--- config.mk ---
export PLATFORM = sky130hd
export DESIGN_NAME = teller_dispatcher
export DESIGN_NICKNAME = d
export VERILOG_FILES = /design/src/rtl/teller_dispatcher.sv
export SDC_FILE = /design/constraint.sdc
export NUM_CORES = 1
export LEC_CHECK = 0
export ABC_CLOCK_PERIOD_IN_PS = 1800
export BUFFER_PORTS_ARGS = -buffer_cell sky130_fd_sc_hd__buf_2
export CAP_MARGIN = 20
export CORE_MARGIN = 10
export CORE_UTILIZATION = 25
export DETAILED_ROUTE_END_ITERATION = 16
export GPL_TIMING_DRIVEN = 0
export PLACE_DENSITY = 0.47
export REMOVE_ABC_BUFFERS = 1
export SYNTH_ARGS = -nofsm -noshare
export SYNTH_HDL_FRONTEND = slang
export SYNTH_SLANG_ARGS = --single-unit
--- constraint.sdc ---
create_clock -name clk -period 1.8 [get_ports clk]
set_clock_uncertainty 0.05 [all_clocks]
set_input_delay 0.36 -clock clk [delete_from_list [all_inputs] [get_ports clk]]
set_output_delay 0.36 -clock clk [all_outputs]
set_load 0.01 [all_outputs]
--- src/rtl/teller_dispatcher.sv ---
// teller_dispatcher: round-robin "call next customer" controller for up to three tellers.
// Optional grant timeout with a missedCall pulse when DISPATCH_TIMEOUT_EN is defined.
module teller_dispatcher #(
    parameter int unsigned GAP_CYCLES  = 2,
    parameter int unsigned ACK_TIMEOUT = 15
) (
    input  logic       clk,
    input  logic       reset,
    input  logic [1:0] Tcount,
    input  logic       emptyFlag,
    input  logic [2:0] tellerReady,
    input  logic [2:0] tellerAck,
    output logic [2:0] grant,
    output logic       downSignal,
    output logic [1:0] callId,
    output logic       busy,
    output logic       cfgError,
    output logic       missedCall
);
    localparam int unsigned CNT_W = 4;
    localparam int unsigned IDX_W = 2;
    localparam int unsigned NT    = 3;
    localparam logic [CNT_W-1:0] GAP_LAST = CNT_W'(GAP_CYCLES - 1);
    // Out-of-range parameters are reported the same way as an illegal teller count.
    localparam bit PARAMS_OK = (GAP_CYCLES >= 1) && (GAP_CYCLES <= 15) &&
                               (ACK_TIMEOUT >= 1) && (ACK_TIMEOUT <= 15);

    typedef enum logic [1:0] {S_IDLE, S_GRANT, S_CALL, S_GAP} state_t;

    state_t             r_state, w_state_nxt;
    logic [IDX_W-1:0]   r_winner, w_winner_nxt;
    logic [IDX_W-1:0]   r_last, w_last_nxt;
    logic [IDX_W-1:0]   r_call_id, w_call_id_nxt;
    logic [CNT_W-1:0]   r_gap_cnt, w_gap_cnt_nxt;
    logic [NT-1:0]      r_grant, w_grant_nxt;
    logic               r_down, w_down_nxt;
    logic               r_busy, w_busy_nxt;
    logic               r_cfg_error;
    logic [NT-1:0]      w_active, w_eligible, w_win_oh;
    logic [IDX_W-1:0]   w_c1, w_c2, w_pick;
    logic               w_win_ok;

`ifdef DISPATCH_TIMEOUT_EN
    localparam logic [CNT_W-1:0] ACK_LAST = CNT_W'(ACK_TIMEOUT - 1);
    logic [CNT_W-1:0]   r_ack_cnt, w_ack_cnt_nxt;
    logic               r_missed, w_missed_nxt;
`endif

    function automatic logic [NT-1:0] onehot(input logic [IDX_W-1:0] idx);
        case (idx)
            2'd0:    onehot = 3'b001;
            2'd1:    onehot = 3'b010;
            2'd2:    onehot = 3'b100;
            default: onehot = 3'b000;
        endcase
    endfunction

    function automatic logic [IDX_W-1:0] succ(input logic [IDX_W-1:0] idx);
        succ = (idx == 2'd2) ? 2'd0 : idx + 2'd1;
    endfunction

    // Active-teller mask from the configured count.
    always_comb begin
        case (Tcount)
            2'd1:    w_active = 3'b001;
            2'd2:    w_active = 3'b011;
            2'd3:    w_active = 3'b111;
            default: w_active = 3'b000;
        endcase
    end

    assign w_eligible = tellerReady & w_active;
    assign w_c1       = succ(r_last);
    assign w_c2       = succ(w_c1);
    assign w_win_oh   = onehot(r_winner);
    assign w_win_ok   = |(w_win_oh & w_active & tellerReady);

    // Round-robin pick: the teller after last first, last itself at the back.
    always_comb begin
        if (|(w_eligible & onehot(w_c1))) begin
            w_pick = w_c1;
        end else if (|(w_eligible & onehot(w_c2))) begin
            w_pick = w_c2;
        end else begin
            w_pick = r_last;
        end
    end

    always_comb begin
        w_state_nxt   = r_state;
        w_winner_nxt  = r_winner;
        w_last_nxt    = r_last;
        w_call_id_nxt = r_call_id;
        w_gap_cnt_nxt = r_gap_cnt;
        w_grant_nxt   = '0;
        w_down_nxt    = 1'b0;
`ifdef DISPATCH_TIMEOUT_EN
        w_ack_cnt_nxt = r_ack_cnt;
        w_missed_nxt  = 1'b0;
`endif
        case (r_state)
            S_IDLE: begin
                if ((Tcount != 2'd0) && !r_cfg_error && !emptyFlag && (|w_eligible)) begin
                    w_state_nxt  = S_GRANT;
                    w_winner_nxt = w_pick;
                    w_grant_nxt  = onehot(w_pick);
`ifdef DISPATCH_TIMEOUT_EN
                    w_ack_cnt_nxt = '0;
`endif
                end
            end
            S_GRANT: begin
                if (emptyFlag || !w_win_ok) begin
                    w_state_nxt = S_IDLE;
                end else if (|(tellerAck & w_win_oh)) begin
                    w_state_nxt   = S_CALL;
                    w_down_nxt    = 1'b1;
                    w_call_id_nxt = r_winner;
                    w_last_nxt    = r_winner;
`ifdef DISPATCH_TIMEOUT_EN
                end else if (r_ack_cnt == ACK_LAST) begin
                    // Unresponsive teller goes to the back of the rotation.
                    w_state_nxt  = S_IDLE;
                    w_missed_nxt = 1'b1;
                    w_last_nxt   = r_winner;
                end else begin
                    w_ack_cnt_nxt = r_ack_cnt + CNT_W'(1);
                    w_grant_nxt   = w_win_oh;
`else
                end else begin
                    w_grant_nxt = w_win_oh;
`endif
                end
            end
            S_CALL: begin
                w_state_nxt   = S_GAP;
                w_gap_cnt_nxt = '0;
            end
            S_GAP: begin
                if (r_gap_cnt == GAP_LAST) begin
                    w_state_nxt = S_IDLE;
                end else begin
                    w_gap_cnt_nxt = r_gap_cnt + CNT_W'(1);
                end
            end
            default: begin
                w_state_nxt = S_IDLE;
            end
        endcase
        w_busy_nxt = (w_state_nxt != S_IDLE);
    end

    always_ff @(posedge clk or posedge reset) begin
        if (reset) begin
            r_state     <= S_IDLE;
            r_winner    <= 2'd0;
            r_last      <= 2'd2;
            r_call_id   <= 2'd0;
            r_gap_cnt   <= '0;
            r_grant     <= '0;
            r_down      <= 1'b0;
            r_busy      <= 1'b0;
            r_cfg_error <= 1'b0;
        end else begin
            r_state     <= w_state_nxt;
            r_winner    <= w_winner_nxt;
            r_last      <= w_last_nxt;
            r_call_id   <= w_call_id_nxt;
            r_gap_cnt   <= w_gap_cnt_nxt;
            r_grant     <= w_grant_nxt;
            r_down      <= w_down_nxt;
            r_busy      <= w_busy_nxt;
            r_cfg_error <= (Tcount == 2'd0) || !PARAMS_OK;
        end
    end

`ifdef DISPATCH_TIMEOUT_EN
    always_ff @(posedge clk or posedge reset) begin
        if (reset) begin
            r_ack_cnt <= '0;
            r_missed  <= 1'b0;
        end else begin
            r_ack_cnt <= w_ack_cnt_nxt;
            r_missed  <= w_missed_nxt;
        end
    end
    assign missedCall = r_missed;
`else
    assign missedCall = 1'b0;
`endif

    assign grant      = r_grant;
    assign downSignal = r_down;
    assign callId     = r_call_id;
    assign busy       = r_busy;
    assign cfgError   = r_cfg_error;

endmodule

==> results by group <==
Status
  • Status: complete, no violations

Clock network
  • CTS tree: built
  • CTS Sinks: 17
  • Root Buffer: clkbuf_8
  • CTS Buf Count: 3
  • CTS H-tree lvls: 1
  • Clock transition at the registers of the reported paths: approximately 0.060 ns
  • Hold Buf Count CTS: 0
  • Max Buffers Root-to-Sink: 2
  • Skew-Pair Late Insertion Delay: 0.25 ns

Floorplanning
  • Die height: between 80 and 90 microns
  • Core box area: around 3700 sq um
  • Die W: approximately 83 microns
  • FP Rows: 22
  • Die ar.: 6830 sq um
  • Initial Util: 0.264
  • I/O pin cnt: 20

Power
  • Pwr Total: 1.35 mW
  • Maximum VDD drop: 0.284 mV
  • Power Dens Cells: around 1100 nW/um^2
  • Leakage: ~0.53 nW

STA
  • Period minus WS final: roughly 1.7 ns
  • Final Cycle Share: 0.953
  • Final Setup Violations: 0
  • Final Hold Vio Count: 0
  • Max-slew headroom: 0.578
  • WHS: 0.135 ns
  • Slew @ Worst Pin: between 0.6 and 0.7 ns
  • Slew Viols, Final: 0
  • Fmax: a little under 600 MHz

Global route
  • Grt total ovfl: 0
  • Antenna violations before repair: 0
  • First-pass GRT wire length: slightly below 4000 microns
  • Largest net degree at the start of global routing: 18
  • GRT Util Overall: 0.0757
  • Vias in the first global route: around 850

Setup path
  • Critical-path cell list: or3b_4 -> or4_4 -> nor4_2 -> a31o_1
  • Critical R2R Capture: grant[2]
  • Worst-path fanout max: 8
  • Req. time, crit path: 1.94 ns
  • Critical path's slowest cell: or4_4
  • Worst r2r src: r_state[1]
  • Setup crit end kind: flip-flop
  • Delay of the slowest critical-path stage: 0.45 ns
  • CP startpoint: r_state[1]
  • Flop-to-flop setup slack: 0.08 ns
  • Crit Path Category: reg -> reg
  • Worst Setup Start Kind: flip-flop
  • R2R cell count: 4
  • WP data arrival: roughly 1.9 ns

Final layout
  • Share of layout cells above drive strength 1: 0.319
  • # diodes: 0
  • Fillers: 394
  • Layout net count: 133
  • Final Cell Area: 1180 sq um
  • Layout Area Growth over Synthesis: 20.2%
  • Final Instance Count excl. Fillers: ~170
  • Commonest non-fill, non-tap cell in the layout: buf_2
  • Commonest non-fill, non-tap cells in the layout: buf_2, dfrtp_1, o21ai_0

Placed design
  • Hpwl dp: 1850 microns
  • RePlAce Congestion: a little over 0.7
  • Placed cell count: 162
  • Cell Area, Placed: 1100 sq um
  • Port Buffer Count: 18

Logic synthesis
  • Seq/Total Area, Yosys: 0.435
  • Synthesized cell area: just under 1000 sq um
  • #FFs+latches synth: 17
  • Mean Syn Cell Area: 9.71 sq um
  • Synth area leaders: dfrtp_1, o21ai_0, nand2_1
  • Cell variety after synth: 41
  • Top cell type's share of synthesized area: 0.408
  • Area leader, netlist: dfrtp_1
  • Synth warnings: 0
  • Post-Syn Instances: 101

Route
  • Via count: 843
  • Post-DRT Antenna Nets: 0
  • Via density: about 5.0
  • DRT Wirelength: 2380 microns
  • WL/cell: 14.2 microns
  • First-pass iteration count of the detailed router: 4
  • DRC: 0
  • Detailed Route Iter0 Violations: 31

Hold path
  • Hold Path Class: in -> async

Run
  • Total of max-cap violations: 0
==> cells by family (layout without fill, tap and decap cells) <==
family,count (synthesis),after routing,share of synthesized area
DFF,17,17,0.435
buffers and inverters,11,29,0.0510
other,1,1,0.00382
adders and majority gates,2,2,0.0255
muxes,4,4,0.0434
AOI/OAI and AO/OA,33,33,0.250
and+or+nand+nor,33,33,0.191
==> what timing repair did <==
item                       CTS  global route
buffers inserted             0             1
resized for setup            3             4
setup endpoints to repair    9             8
==> cells in the mapped netlist, drive strengths merged <==
cell type,n
o2111a,1
buf,3
o311ai,1
and2,1
o32ai,2
nand3,7
or4,2
mux2,2
nand4,1
or3,3
and4b,1
o41ai,1
dfrtp,16
nor2b,1
a2bb2oi,1
or2,1
or3b,1
o21ai,12
o211a,1
nand2,9
o21a,2
a31o,1
clkbuf,2
o31a,1
a21o,3
mux2i,2
a21oi,1
conb,1
o2bb2ai,1
inv,6
dfstp,1
nor4,1
nor3,1
o211ai,5
nor2,4
ha,2
==> worst max-delay path by stage <==
stage / endpoint / slack [ns]
after global placement: r_state[1] / -0.09
after detailed placement: r_state[1] / -0.13
after CTS: callId[1] / 0.01
final: grant[2] / 0.08
after global routing: grant[0] / -0.02
after floorplan: r_state[0] / 0.12
==> sequential cells by signal, summed over array words and instances (netlist names) <==
signal / flops
r_state: 2
grant: 3
cfgError: 1
r_gap_cnt: 4
busy: 1
r_winner: 2
callId: 1
downSignal: 1
r_last: 2
==> power by group <==
| part | total (mW) | switching, mW | internal, mW |
|---|---|---|---|
| sequential | 0.613 | 0.138 | 0.475 |
| clock | 0.276 | 0.123 | 0.153 |
| combinational | 0.464 | 0.248 | 0.216 |
| total | 1.35 | 0.509 | 0.844 |
==> metal layers <==
layer,share of wire,up-vias,wire length [microns],global-route usage
met2,0.46,25,1100,0.115
met5,0,-,0,0
met4,0.029,0,70,0.0468
li1,-,409,-,-
met3,0.053,6,126,0.0248
met1,0.45,403,1080,0.0902
==> worst max-delay path, delay by kind of cell (launching register included) <==
family | cells | cell delay [ns]
flip-flops | 1 | 0.44
AO/OA/AOI/OAI | 1 | 0.14
AND/OR/NAND/NOR | 3 | 1.03
==> area by class of cell <==
cell class | instances | area (sq um) | area share
Multi-Input combinational cell | 73 | 522 | 0.443
Sequential cell | 17 | 430 | 0.365
Timing Repair Buffer | 19 | 97.6 | 0.0828
Tap cell | 48 | 60.1 | 0.0510
Clock buffer | 3 | 41.3 | 0.0350
Inverter | 6 | 22.5 | 0.0191
Clock inverter | 1 | 5.00 | 0.00425
==> stage by stage <==
stage               worst slack, ns  TNS, ns  utilization
finish                       0.0841        0        0.317
global route                -0.0188  -0.0188        0.317
CTS                          0.0124        0        0.313
detailed placement           -0.135   -0.617        0.297
global placement            -0.0930   -0.388        0.297
floorplan                     0.123        0            -
No activity file was read; power rests on OpenSTA's default activity.
